`config.mk`:
```
export PLATFORM = sky130hd
export DESIGN_NAME = calc_entry_controller
export DESIGN_NICKNAME = d
export VERILOG_FILES = /design/src/rtl/calc_entry_controller.sv
export SDC_FILE = /design/constraint.sdc
export NUM_CORES = 1
export LEC_CHECK = 0
export BUFFER_PORTS_ARGS = -buffer_cell sky130_fd_sc_hd__buf_2
export CORE_AREA = 10 10 128 130
export CTS_CLUSTER_DIAMETER = 100
export CTS_CLUSTER_SIZE = 12
export DETAILED_ROUTE_END_ITERATION = 7
export DIE_AREA = 0 0 138 140
export GPL_TIMING_DRIVEN = 0
export PLACE_DENSITY = 0.61
export SETUP_SLACK_MARGIN = 0.15
export SYNTH_ARGS = -nofsm -noshare
export SYNTH_HDL_FRONTEND = slang
export SYNTH_SLANG_ARGS = --single-unit
```
`constraint.sdc`:
```
create_clock -name Clock -period 6.9 [get_ports Clock]
set_input_delay 2.07 -clock Clock [delete_from_list [all_inputs] [get_ports Clock]]
set_output_delay 2.07 -clock Clock [all_outputs]
set_load 0.1 [all_outputs]
```
`src/rtl/calc_entry_controller.sv`:
```
`default_nettype none
// ============================================================================
// Module   : calc_entry_controller
// Purpose  : Keypad-to-ALU sequencer: builds two signed operands and an
//            operator from keystrokes, runs one ALU transaction, shows result.
// Revision : 1.0 - initial release
// ============================================================================
module calc_entry_controller #(
    parameter int MAXMAG = 32767
) (
    input  logic        Clock,
    input  logic        Reset,
    input  logic        KeyRdy,
    input  logic [3:0]  RowColVector,
    output logic        KeyRd,
    output logic [15:0] OpA,
    output logic [15:0] OpB,
    output logic [1:0]  Op,
    output logic        Start,
    input  logic        Done,
    input  logic [15:0] Result,
    input  logic        Ovf,
    output logic [15:0] Display,
    output logic        OvfFlag,
    output logic        KeyErr
);

    localparam logic [1:0] c_ST_ENTRY_A = 2'd0;
    localparam logic [1:0] c_ST_ENTRY_B = 2'd1;
    localparam logic [1:0] c_ST_EXEC    = 2'd2;
    localparam logic [1:0] c_ST_RESULT  = 2'd3;

    localparam logic [3:0] c_KEY_ADD = 4'd10;
    localparam logic [3:0] c_KEY_SUB = 4'd11;
    localparam logic [3:0] c_KEY_NEG = 4'd12;
    localparam logic [3:0] c_KEY_CLR = 4'd13;
    localparam logic [3:0] c_KEY_EQ  = 4'd14;
    localparam logic [3:0] c_KEY_MUL = 4'd15;

    logic [1:0]  r_state;
    logic [1:0]  w_state_next;
    logic        r_armed;
    logic [14:0] r_mag_a;
    logic [14:0] r_mag_b;
    logic        r_sign_a;
    logic        r_sign_b;
    logic [15:0] r_res;

    logic [3:0]  w_key;
    logic        w_accept;
    logic        w_is_digit;
    logic        w_is_op;
    logic [1:0]  w_op_code;
    logic [14:0] w_mag_sel;
    logic [18:0] w_next_mag;
    logic        w_digit_ok;
    logic [15:0] w_res_abs;
    logic        w_done;

    assign w_key      = {RowColVector[1:0], RowColVector[3:2]};
    assign w_accept   = KeyRdy & r_armed & (r_state != c_ST_EXEC);
    assign w_is_digit = (w_key <= 4'd9);
    assign w_is_op    = (w_key == c_KEY_ADD) | (w_key == c_KEY_SUB) | (w_key == c_KEY_MUL);
    assign w_op_code  = (w_key == c_KEY_ADD) ? 2'b00 :
                        (w_key == c_KEY_SUB) ? 2'b01 : 2'b10;

    assign w_mag_sel  = (r_state == c_ST_ENTRY_B) ? r_mag_b : r_mag_a;
    assign w_next_mag = {w_mag_sel, 3'b000} + {3'b000, w_mag_sel, 1'b0} + {15'd0, w_key};
    assign w_digit_ok = (w_next_mag <= 19'(MAXMAG));
    assign w_res_abs  = r_res[15] ? (16'd0 - r_res) : r_res;

    // Done in the Start cycle is the ALU echoing a stale request; ignore it.
    assign w_done     = (r_state == c_ST_EXEC) & Done & ~Start;

    assign OpA = r_sign_a ? (16'd0 - {1'b0, r_mag_a}) : {1'b0, r_mag_a};
    assign OpB = r_sign_b ? (16'd0 - {1'b0, r_mag_b}) : {1'b0, r_mag_b};

    always_ff @(posedge Clock or negedge Reset) begin
        if (!Reset) begin
            r_state <= c_ST_ENTRY_A;
        end else begin
            r_state <= w_state_next;
        end
    end

    always_comb begin
        w_state_next = r_state;
        if (w_accept && (w_key == c_KEY_CLR)) begin
            w_state_next = c_ST_ENTRY_A;
        end else begin
            case (r_state)
                c_ST_ENTRY_A: if (w_accept && w_is_op) w_state_next = c_ST_ENTRY_B;
                c_ST_ENTRY_B: if (w_accept && (w_key == c_KEY_EQ)) w_state_next = c_ST_EXEC;
                c_ST_EXEC:    if (w_done) w_state_next = c_ST_RESULT;
                default: begin
                    if (w_accept && w_is_digit)   w_state_next = c_ST_ENTRY_A;
                    else if (w_accept && w_is_op) w_state_next = c_ST_ENTRY_B;
                end
            endcase
        end
    end

    always_comb begin
        case (r_state)
            c_ST_ENTRY_A: Display = OpA;
            c_ST_RESULT:  Display = r_res;
            default:      Display = OpB;
        endcase
    end

    always_ff @(posedge Clock or negedge Reset) begin
        if (!Reset) begin
            r_armed  <= 1'b1;
            r_mag_a  <= '0;
            r_mag_b  <= '0;
            r_sign_a <= 1'b0;
            r_sign_b <= 1'b0;
            r_res    <= '0;
            Op       <= 2'b00;
            KeyRd    <= 1'b0;
            KeyErr   <= 1'b0;
            Start    <= 1'b0;
            OvfFlag  <= 1'b0;
        end else begin
            KeyRd  <= w_accept;
            KeyErr <= 1'b0;
            Start  <= w_accept & (r_state == c_ST_ENTRY_B) & (w_key == c_KEY_EQ);

            if (w_accept)      r_armed <= 1'b0;
            else if (!KeyRdy)  r_armed <= 1'b1;

            if (w_done) begin
                r_res   <= Result;
                OvfFlag <= Ovf;
            end

            if (w_accept) begin
                if (w_key == c_KEY_CLR) begin
                    r_mag_a  <= '0;
                    r_mag_b  <= '0;
                    r_sign_a <= 1'b0;
                    r_sign_b <= 1'b0;
                    Op       <= 2'b00;
                    OvfFlag  <= 1'b0;
                end else if (r_state == c_ST_ENTRY_A) begin
                    if (w_is_digit) begin
                        if (w_digit_ok) r_mag_a <= w_next_mag[14:0];
                        else            KeyErr  <= 1'b1;
                    end else if (w_key == c_KEY_NEG) begin
                        r_sign_a <= ~r_sign_a;
                    end else if (w_is_op) begin
                        Op       <= w_op_code;
                        r_mag_b  <= '0;
                        r_sign_b <= 1'b0;
                    end
                end else if (r_state == c_ST_ENTRY_B) begin
                    if (w_is_digit) begin
                        if (w_digit_ok) r_mag_b <= w_next_mag[14:0];
                        else            KeyErr  <= 1'b1;
                    end else if (w_key == c_KEY_NEG) begin
                        r_sign_b <= ~r_sign_b;
                    end else if (w_is_op) begin
                        Op <= w_op_code;
                    end
                end else begin
                    if (w_is_digit) begin
                        r_mag_a  <= {11'd0, w_key};
                        r_sign_a <= 1'b0;
                    end else if (w_key == c_KEY_NEG) begin
                        r_res <= 16'd0 - r_res;
                    end else if (w_is_op) begin
                        // -32768 has no 15-bit magnitude; clamp and flag it.
                        if (r_res == 16'h8000) begin
                            r_mag_a <= 15'h7FFF;
                            KeyErr  <= 1'b1;
                        end else begin
                            r_mag_a <= w_res_abs[14:0];
                        end
                        r_sign_a <= r_res[15];
                        Op       <= w_op_code;
                        r_mag_b  <= '0;
                        r_sign_b <= 1'b0;
                    end
                end
            end
        end
    end

endmodule
`default_nettype wire

```
==> results of run 1 <==
[cells in the final DEF (no fill, tap or decap), drive strengths merged, types with 5 or more instances in the layout]
cell type | Yosys | final
clkbuf | 30 | 42
nand2 | 80 | 80
a21oi | 48 | 48
xor2 | 13 | 13
nand4 | 5 | 5
o41ai | 5 | 5
o2bb2ai | 8 | 8
a21o | 5 | 5
nor3 | 11 | 11
nand3 | 19 | 19
o22ai | 12 | 12
or3 | 12 | 12
xnor2 | 26 | 26
a22o | 8 | 8
dfrtp | 56 | 56
ha | 37 | 37
mux2 | 29 | 29
nor2 | 37 | 37
a31oi | 5 | 5
and2 | 7 | 7
o31ai | 8 | 8
o21ai | 64 | 64
a22oi | 16 | 16
o221ai | 11 | 11
nand2b | 12 | 12
o211ai | 5 | 5
buf | 15 | 93
inv | 16 | 16
o221a | 8 | 8
[through the flow]
step,util,hold WS (ps)
finish,0.4604,461.4
global route,0.4604,491.5
CTS,0.4602,461.1
detailed placement,0.4376,456.1
global placement,0.4376,445.7
floorplan,-,439.0
[flip-flops by register name, indices dropped and copies added (netlist names)]
register / flops
KeyErr: 1
KeyRd: 1
Op: 2
OvfFlag: 1
Start: 1
r_armed: 1
r_mag_a: 15
r_mag_b: 15
r_res: 16
r_sign_a: 1
r_sign_b: 1
r_state: 2
[worst max-delay path, delay by kind of cell, from the launching register on]
family	cells	cell delay, ps
compound gates	5	1370
xor+xnor	1	300
fa+ha+maj	3	1130
buf+inv	4	1280
flops	1	410
mux	2	760
simple gates	1	110
[routing by layer]
metal	GRT usage	vias up
met5	0	-
met4	0.06659	0
met3	0.02975	26
met2	0.3200	194
met1	0.2411	2645
li1	-	2628
[Yosys cell counts (3+ instances only)]
master / n / area share
mux2_2: 20 / 0.042
inv_1: 16 / 0.011
nor2b_1: 4 / 0.0046
or4_1: 3 / 0.0042
mux2i_1: 3 / 0.0056
o221a_2: 8 / 0.017
nor3_1: 10 / 0.0093
a31oi_1: 5 / 0.0058
nand4_1: 5 / 0.0058
clkbuf_1: 30 / 0.021
nand3_1: 19 / 0.018
nand3b_1: 4 / 0.0056
mux2_1: 9 / 0.019
a22oi_1: 15 / 0.021
nor2_1: 37 / 0.026
dfrtp_1: 56 / 0.26
a21oi_1: 47 / 0.044
xor2_1: 13 / 0.021
nand2b_1: 12 / 0.014
xnor2_1: 26 / 0.042
a211o_1: 3 / 0.0049
o41ai_1: 4 / 0.0065
a22o_1: 8 / 0.013
o2bb2ai_1: 8 / 0.013
a21o_1: 5 / 0.0069
nand2_1: 79 / 0.055
buf_2: 7 / 0.0065
and2_1: 7 / 0.0081
ha_1: 37 / 0.086
o31a_1: 3 / 0.0049
o31ai_1: 8 / 0.011
o21ai_0: 59 / 0.055
buf_1: 5 / 0.0035
or3_1: 10 / 0.012
nor4_1: 3 / 0.0035
o21a_1: 3 / 0.0042
o221ai_1: 11 / 0.018
a211oi_1: 3 / 0.0042
o21ai_1: 4 / 0.0037
o22ai_1: 12 / 0.014
o211ai_1: 4 / 0.0056
[worst paths after layout]
kind | start | to | slack (ps)
min | r_armed$_DFFE_PN1P_ | r_armed$_DFFE_PN1P_ | 460
max | r_state[1]$_DFFE_PN0P_ | r_mag_a[13]$_DFFE_PN0P_ | 1390
max in group asynchronous | Reset | r_mag_a[10]$_DFFE_PN0P_ | 4560
min reg2reg | r_armed$_DFFE_PN1P_ | r_armed$_DFFE_PN1P_ | 460
min in group asynchronous | Reset | OvfFlag$_DFF_PN0_ | 1820
max reg2reg | r_state[1]$_DFFE_PN0P_ | r_mag_a[13]$_DFFE_PN0P_ | 1390
[logic make-up after synthesis]
logic type / synth area share
buf+inv: 0.04746
xor+xnor: 0.06321
compound gates: 0.2781
fa+ha+maj: 0.09308
simple gates: 0.1880
flops: 0.2642
mux: 0.06599
[layout make-up]
type | count | area [um^2]
fill | 1424 | 7432
multi-input combinational | 541 | 3727
sequential | 57 | 1428
timing repair buffer | 78 | 392.9
clock buffer | 12 | 246.5
tap | 180 | 225.2
buffer | 45 | 192.7
clock inverter | 3 | 65.06
inverter | 17 | 63.81
==> qor.yml, run 1 <==
logic_synthesis:
  synth_nets: 724
  synth_warnings: 0
  syn_inst: 660
  synth.avg_cell_area_um2: 8.188
  synth-edff-count: 0
  synthDistinctLibCells: 69
  synth-main-ff-cell: "dfrtp_1"
  syn-cell-area_um2: 5404
  ys_seq_area_frac: 0.2642
  synth-async-reset-ratio: 1.000
  ys_ff_latch: 57
final_layout:
  layoutNonFillerInstCount: 933
  syn_to_final_growth_pct: 17.34
  drive_gt1_frac: 0.1926
  antennaDiodeCount: 0
  nNetsFinal: 813
  final_area_um2: 6341
route:
  drtIter0Drc: 435
  met1Wirelength_um: 8552
  totalWireLength_um: 19110
  wl_met3_um: 980
  firstDrtPassIters: 5
  met2WireLength_um: 9100
  wl_per_cell_um: 20.48
  antenna_left: 0
  drt_drc_violations_left: 0
  routed_via_density: 5.887
  dr.max_layer_used: "met4"
  vias: 5493
cts:
  cts_buffers: 9
  cts.sinks: 57
  post_cts_buffers: 0
  cts-root-buf: "clkbuf_16"
  cts.path.max_buffers: 2
  cts-resized-gates: 0
  cts_hold_buf: 0
  cts_max_level: 3
  clock_latency_ps: 330
  path_clk_slew_ps: 50
  tritoncts: "done"
flow_run:
  maxCapViolations: 0
sta:
  setup_viol_count_final: 0
  worst_slew_pin_slew_ps: 790.5
  fin_tns_setup_ps: 0
  skew_ps: 8.631
  fmax_mhz: 181.4
  relSlewSlack: 0.4730
  grt_setup_unrepaired: "false"
  slew_viol_final: 0
  fin_crit_sh: 0.7990
  worst_slack_ps: 1387
  finalHoldViolCount: 0
  post-route-min-period_ps: 5513
placement:
  hpwlAfterDp_um: 15310
  portBuffers: 78
  gp_congestion: 0.9481
  pre_cts_ws_ps: 1377
  dp.cells: 918
  place_area_um2: 6027
run_status:
  status: "finished clean"
setup_path:
  cpPeakStageDelay_ps: 490
  critPathKind: "reg -> reg"
  setup.worst_path.end_class: "flop"
  crit_chain: "inv_1 > ha_1 > buf_1 > clkbuf_1 > mux2_2 > fa_1 > ha_1 > a211oi_1 > o21ai_2 > a221oi_2 > o221ai_1 > xor2_1 > nor3_2 > o211ai_2 > buf_6 > mux2_1"
  cp_common_cell: "ha_1"
  cp.arrival_ps: 5720
  start_kind: "flop"
  cp_max_fo: 10
  slowest_stage: "buf_1"
  r2r_cells: 16
  cp.required_ps: 7110
grt:
  overflow: 0
  grt_usage: 0.1902
  grt_pass1_vias: 5349
  grt_pass1_wl_um: 30110
  antenna_found_initial: 0
  grt_max_degree: 58
die:
  core_region_area_um2: 13770
  die_h_um: 140
  start_util: 0.3924
  die_area_um2: 19320
  io_pins: 79
  row_count: 43
  die_w_um: 138
worst_hold_path:
  hold_path.class: "reg -> reg"
  min_delay_path_depth: 2
Power of run 1 is not shown: default switching activity piles up to over one toggle a cycle in this logic, so the estimate is an artifact.
==> inputs of run 2 (changes only) <==
==> constraint.sdc (replaced) <==
create_clock -name Clock -period 5.1 [get_ports Clock]
set_input_delay 1.53 -clock Clock [delete_from_list [all_inputs] [get_ports Clock]]
set_output_delay 1.53 -clock Clock [all_outputs]
set_load 0.1 [all_outputs]
==> run 2 against run 1 <==
  * Critical path depth is 8 lower
  * Flip-flop and latch count is the same
  * Non-clock buffer count increased by 2
  * Register-to-register slack got worse by 1000 ps
  * Core utilization increased by 2.0 points
  * Critical endpoint is now Display[13]
  * Via count grew 1.0%
  * Highest routed layer unchanged
  * Count of clock-buffer cells in the layout did not move
  * Global-route usage increased by 0.82 points
  * Cell count increased by 0.21%
  * First-iteration DRC count grew 16%
==> qor.yml, run 2 (same netlist as run 1, synthesis figures left out) <==
sta:
  fin_crit_sh: 0.9363
  finalHoldViolCount: 0  # unchanged
  post-route-min-period_ps: 4775
  slew_viol_final: 0  # unchanged
  skew_ps: 8.474  # was 8.631 ps
  grt_setup_unrepaired: "false"  # unchanged
  fmax_mhz: 209.4
  relSlewSlack: 0.4753  # was 0.4730
  worst_slew_pin_slew_ps: 787.1  # was 790.5 ps
  setup_viol_count_final: 0  # unchanged
cts:
  clock_latency_ps: 340  # was 330 ps
  cts.path.max_buffers: 2  # unchanged
  path_clk_slew_ps: 50  # about the same
  cts_buffers: 9  # unchanged
  cts_hold_buf: 0  # unchanged
  tritoncts: "done"  # unchanged
  cts_max_level: 3  # unchanged
  cts-root-buf: "clkbuf_16"  # unchanged
  cts.sinks: 57  # unchanged
final_layout:
  antennaDiodeCount: 0  # unchanged
  largestRegisters: "r_res (16), r_mag_a (15), r_mag_b (15)"  # unchanged
  layout_common_cells: "84 x buf_2, 79 x nand2_1, 56 x dfrtp_1"  # unchanged
  nNetsFinal: 815  # was 813
  fillers: 1398  # was 1424
  final_common_cell: "buf_2"  # unchanged
  regMostFlops: "r_res"  # unchanged
  drive_gt1_frac: 0.2450  # was 0.1926
  utilization: 0.4803  # was 0.4604
  syn_to_final_growth_pct: 22.41  # was 17.34%
  largest_reg_flops: 16  # unchanged
die:
  die_w_um: 138  # unchanged
  start_util: 0.3924  # unchanged
  die_h_um: 140  # unchanged
  row_count: 43  # unchanged
  io_pins: 79  # unchanged
  core_region_area_um2: 13770  # unchanged
  die_area_um2: 19320  # unchanged
setup_path:
  path_delay_family: "simple AND/OR/NAND/NOR gates"  # was compound AO/OA/AOI/OAI gates
  start_kind: "flop"  # unchanged
  cp.required_ps: 3570  # was 7110 ps
  slowest_stage: "or4_4"  # was buf_1
  cp_common_cell: "or3_4"  # was ha_1
  crit_buf_inv: 1  # was 4
  cp_max_fo: 6  # was 10
  critPathKind: "reg -> out"  # was reg -> reg
  rr_startpoint: "r_state[1]$_DFFE_PN0P_"  # unchanged
  crit_chain: "or4_4 > or3_4 > or3_4 > o41ai_4 > xnor2_2 > a22oi_2 > o21ai_4 > buf_2"  # was inv_1 > ha_1 > buf_1 > clkbuf_1 > mux2_2 > fa_1 > ha_1 > a211oi_1 > o21ai_2 > a221oi_2 > o221ai_1 > xor2_1 > nor3_2 > o211ai_2 > buf_6 > mux2_1
  cp.arrival_ps: 3240  # was 5720 ps
  setup.worst_path.end_class: "output port"  # was flop
  path_depth: 8  # was 16
  r2r_cells: 17  # was 16
  rr_endpoint: "r_mag_a[11]$_DFFE_PN0P_"  # was r_mag_a[13]$_DFFE_PN0P_
  regToRegSetupSlack_ps: 370  # was 1390 ps
  cpPeakStageDelay_ps: 560  # was 490 ps
route:
  wl_per_cell_um: 20.98  # was 20.48 um
  antenna_left: 0  # unchanged
  drtIter0Drc: 506  # was 435
  vias: 5549  # was 5493
  totalWireLength_um: 19610  # was 19110 um
  firstDrtPassIters: 5  # unchanged
  routed_via_density: 5.935  # was 5.887
  drt_drc_violations_left: 0  # unchanged
grt:
  met1_usage: 0.2498  # was 0.2411
  overflow: 0  # unchanged
  met2_usage: 0.3381  # was 0.3200
  grt_pass1_wl_um: 31420  # was 30110 um
  antenna_found_initial: 0  # unchanged
  grt_busiest_layer: "met2"  # unchanged
  grt_pass1_vias: 5548  # was 5349
  grt_usage: 0.1985  # was 0.1902
  met3_usage: 0.03414  # was 0.02975
  grt_max_degree: 58  # unchanged
placement:
  hpwlAfterDp_um: 15770  # was 15310 um
  gp_congestion: 0.9383  # was 0.9481
  portBuffers: 78  # unchanged
worst_hold_path:
  hold_path.class: "reg -> reg"  # unchanged
  min-delay-start: "r_armed$_DFFE_PN1P_"  # unchanged
  min_to: "r_armed$_DFFE_PN1P_"  # unchanged
  min_delay_path_depth: 2  # unchanged
flow_run:
  maxCapViolations: 0  # unchanged
run_status:
  status: "finished clean"  # unchanged
## run 2: cell count changes in the layout (fill, tap and decap cells not counted), moves of 4 or more
cell / previous run / this run
o21ai_4: 0 / 4
xor2_1: 12 / 8
o21ai_2: 1 / 8
xnor2_2: 0 / 16
o21ai_1: 15 / 8
xnor2_1: 26 / 10
o21ai_0: 48 / 44
## run 2: final cells by class
cell class	count	area, um^2	area share
buffer	45	200.2	0.03026
tap	180	225.2	0.03405
multi-input combinational	541	3994	0.6037
sequential	57	1428	0.2158
clock inverter	3	40.04	0.006053
inverter	17	63.81	0.009646
clock buffer	12	256.5	0.03877
timing repair buffer	80	407.9	0.06166
## run 2: layer usage
metal  part of all wire  vias up  wire, um
met1               0.43     2652      8362
met5                  0        -         0
met2               0.49      242      9548
met3              0.070       26      1375
li1                   -     2629         -
met4              0.017        0       325
## run 2: how the worst max path moves through the flow
stage	from	end
2_1_floorplan	r_mag_a[4]$_DFFE_PN0P_	Display[12]
3_3_place_gp	r_state[1]$_DFFE_PN0P_	r_mag_a[11]$_DFFE_PN0P_
3_5_place_dp	r_state[1]$_DFFE_PN0P_	r_mag_a[11]$_DFFE_PN0P_
4_1_cts	r_state[1]$_DFFE_PN0P_	r_mag_a[11]$_DFFE_PN0P_
5_1_grt	r_state[1]$_DFFE_PN0P_	r_mag_b[10]$_DFFE_PN0P_
6_report	r_mag_a[4]$_DFFE_PN0P_	Display[13]
## run 2: timing repair
item,in CTS,in global routing
endpoints found under the setup margin,32,30
pin swaps,0,1
setup buffers,0,2
gates resized for setup,7,5
## run 2: stage by stage
step / area, um^2 / cells / setup TNS [ps] / hold slack, ps / setup WS [ps]
after detailed placement: 6245 / 918 / -10020 / 451.6 / -488.8
after global placement: 6245 / 918 / -5403 / 449.2 / -349.6
final: 6615 / 935 / 0 / 458.8 / 325.1
after CTS: 6565 / 933 / 0 / 460.4 / 186.8
after floorplan: 5629 / 660 / -298.6 / 439.0 / -298.6
after global routing: 6615 / 935 / 0 / 471.2 / 150.9
## run 2: worst register-to-register path, delay by kind of cell (launching register included)
family                   cells  cell delay (ps)
AND/OR/NAND/NOR              2              280
adder cells (fa/ha/maj)      3             1270
multiplexers                 3              980
buffers and inverters        5              870
flip-flops                   1              430
AO/OA/AOI/OAI                4              780
Power of run 2 is left out for the same reason.
==> inputs of run 3 (changes only) <==
--- a/config.mk
+++ b/config.mk
@@ -5,14 +5,14 @@
 export SDC_FILE = /design/constraint.sdc
 export NUM_CORES = 1
 export LEC_CHECK = 0
-export BUFFER_PORTS_ARGS = -buffer_cell sky130_fd_sc_hd__buf_2
 export CORE_AREA = 10 10 128 130
 export CTS_CLUSTER_DIAMETER = 100
 export CTS_CLUSTER_SIZE = 12
 export DETAILED_ROUTE_END_ITERATION = 7
 export DIE_AREA = 0 0 138 140
+export DONT_BUFFER_PORTS = 1
 export GPL_TIMING_DRIVEN = 0
-export PLACE_DENSITY = 0.61
+export PLACE_DENSITY = 0.56
 export SETUP_SLACK_MARGIN = 0.15
 export SYNTH_ARGS = -nofsm -noshare
 export SYNTH_HDL_FRONTEND = slang
==> run 3 against run 2 <==
  * Maximum frequency is 5.4% lower
  * Hold slack better by 4.1 ps
  * Sequential share of layout area is 0.96 points lower
  * Setup slack worse by 270 ps
  * Via count is 1.4% lower
  * Final area is 5.0% higher
  * First-iteration DRC count is 6.9% higher
  * Routed wire length is 1.5% higher
  * Critical path type unchanged
  * Critical endpoint unchanged
  * Highest routed layer unchanged
==> qor.yml, run 3 (same netlist as run 1, synthesis figures left out) <==
die:
  die_area_um2: 19320  # unchanged
  io_pins: 79  # unchanged
  core_region_area_um2: 13770  # unchanged
  row_count: 43  # unchanged
  start_util: 0.3924  # unchanged
  die_w_um: 138  # unchanged
  die_h_um: 140  # unchanged
final_layout:
  drive_gt1_frac: 0.2137  # was 0.2450
  final_common_cell: "nand2_1"  # was buf_2
  fillers: 1285  # was 1398
  final_area_um2: 6947  # was 6615 um^2
  syn_to_final_growth_pct: 28.55  # was 22.41%
  seqCellArea_um2: 1433  # was 1428 um^2
  multi_input_area_um2: 4370  # was 3994 um^2
  regMostFlops: "r_res"  # unchanged
  largest_reg_flops: 16  # unchanged
  antennaDiodeCount: 0  # unchanged
  utilization: 0.5044  # was 0.4803
  nNetsFinal: 761  # was 815
  largestRegisters: "r_res (16), r_mag_a (15), r_mag_b (15)"  # unchanged
  layout_common_cells: "77 x nand2_1, 52 x dfrtp_1, 45 x a21oi_1"  # was 84 x buf_2, 79 x nand2_1, 56 x dfrtp_1
setup_path:
  cp.required_ps: 3570  # about the same
  cp.arrival_ps: 3520  # was 3240 ps
  slowest_stage: "o21ai_4"  # was or4_4
  cp_max_fo: 3  # was 6
  crit_chain: "or4_4 > or3_4 > or3_4 > o41ai_4 > xnor2_4 > a22oi_2 > o21ai_4"  # was or4_4 > or3_4 > or3_4 > o41ai_4 > xnor2_2 > a22oi_2 > o21ai_4 > buf_2
  critPathKind: "reg -> out"  # unchanged
  cpPeakStageDelay_ps: 620  # was 560 ps
  setup.worst_path.end_class: "output port"  # unchanged
  start_kind: "flop"  # unchanged
  cp_common_cell: "or3_4"  # unchanged
route:
  wl_per_cell_um: 22.57  # was 20.98 um
  antenna_left: 0  # unchanged
  totalWireLength_um: 19910  # was 19610 um
  routed_via_density: 6.204  # was 5.935
  drt_drc_violations_left: 0  # unchanged
  drtIter0Drc: 541  # was 506
  vias: 5472  # was 5549
  firstDrtPassIters: 6  # was 5
cts:
  cts.sinks: 57  # unchanged
  cts_buffers: 9  # unchanged
  clock_latency_ps: 330  # was 340 ps
  cts.path.max_buffers: 2  # unchanged
  cts-root-buf: "clkbuf_16"  # unchanged
  path_clk_slew_ps: 50  # about the same
  tritoncts: "done"  # unchanged
  cts_max_level: 3  # unchanged
placement:
  gp_congestion: 0.9305  # was 0.9383
  place_area_um2: 6215  # was 6245 um^2
  portBuffers: 0  # was 78
  hpwlAfterDp_um: 15650  # was 15770 um
sta:
  skew_ps: 8.199  # was 8.474 ps
  relSlewSlack: 0.09444  # was 0.4753
  setup_viol_count_final: 0  # unchanged
  grt_setup_unrepaired: "true"  # was false
  fin_crit_sh: 0.9896  # was 0.9363
  fmax_mhz: 198.1  # was 209.4 MHz
  worst_slew_pin_slew_ps: 1352  # was 787.1 ps
  slew_viol_final: 0  # unchanged
  fin_tns_setup_ps: 0  # unchanged
  post-route-min-period_ps: 5047  # was 4775 ps
  finalHoldViolCount: 0  # unchanged
grt:
  grt_pass1_wl_um: 30880  # was 31420 um
  overflow: 0  # unchanged
  grt_max_degree: 58  # unchanged
  grt_pass1_vias: 5316  # was 5548
  grt_usage: 0.1969  # was 0.1985
  antenna_found_initial: 0  # unchanged
flow_run:
  maxCapViolations: 0  # unchanged
run_status:
  status: "finished clean"  # unchanged
worst_hold_path:
  hold_path.class: "reg -> reg"  # unchanged
## run 3: changes by cell type in the layout (fill, tap and decap cells not counted), moves of 8 or more
cell     previous run  this run
buf_1               4        13
buf_16              0         9
buf_2              84         6
o21ai_4             4        13
xnor2_2            16         8
xnor2_4             0        14
## run 3: final cells by class
| type | count | area share |
|---|---|---|
| Clock buffer | 14 | 0.03945 |
| Buffer | 45 | 0.02936 |
| Sequential cell | 57 | 0.2062 |
| Tap cell | 180 | 0.03242 |
| Clock inverter | 2 | 0.005043 |
| Inverter | 17 | 0.009186 |
| Multi-Input combinational cell | 541 | 0.6291 |
| Timing Repair Buffer | 26 | 0.04917 |
## run 3: per-stage QoR
step                      worst slack [ps]  instances  hold slack, ps
after global routing                -19.32        882           476.7
after global placement              -719.7        840           445.7
final                                53.15        882           462.8
after CTS                            11.89        879           466.3
after floorplan                     -298.6        660           439.0
after detailed placement            -678.6        858           460.8
## run 3: timing repair
action                     in CTS  in global routing
buffers inserted                5                  3
setup endpoints to repair      45                 40
hold buffers                    0                  0
gates resized for setup        39                 16
pin swaps                      14                 18
## run 3: critical path: cells and delay by family, from the launching register on
| family | cells | cell delay (ps) |
|---|---|---|
| AO/OA/AOI/OAI | 3 | 1110 |
| XOR/XNOR | 1 | 360 |
| flip-flops | 1 | 400 |
| AND/OR/NAND/NOR | 3 | 1310 |
## run 3: metal layers
layer | global-route usage | vias up | part of all wire
met2 | 0.3368 | 225 | 0.49
met3 | 0.04091 | 33 | 0.074
li1 | - | 2535 | -
met5 | 0 | - | 0
met1 | 0.2426 | 2679 | 0.41
met4 | 0.05882 | 0 | 0.020
## run 3: worst paths after layout
kind / depth (start not counted) / endpoint / startpoint / slack, ps
setup / recovery: 7 / Display[13] / r_mag_a[6]$_DFFE_PN0P_ / 50
hold / removal: 2 / r_armed$_DFFE_PN1P_ / r_armed$_DFFE_PN1P_ / 460
setup reg to reg: 16 / r_mag_b[11]$_DFFE_PN0P_ / r_state[1]$_DFFE_PN0P_ / 420
hold reg to reg: 2 / r_armed$_DFFE_PN1P_ / r_armed$_DFFE_PN1P_ / 460
max in group asynchronous: 0 / r_armed$_DFFE_PN1P_ / Reset / 4040
min in group asynchronous: 0 / r_mag_a[2]$_DFFE_PN0P_ / Reset / 890
Power of run 3 is left out for the same reason.
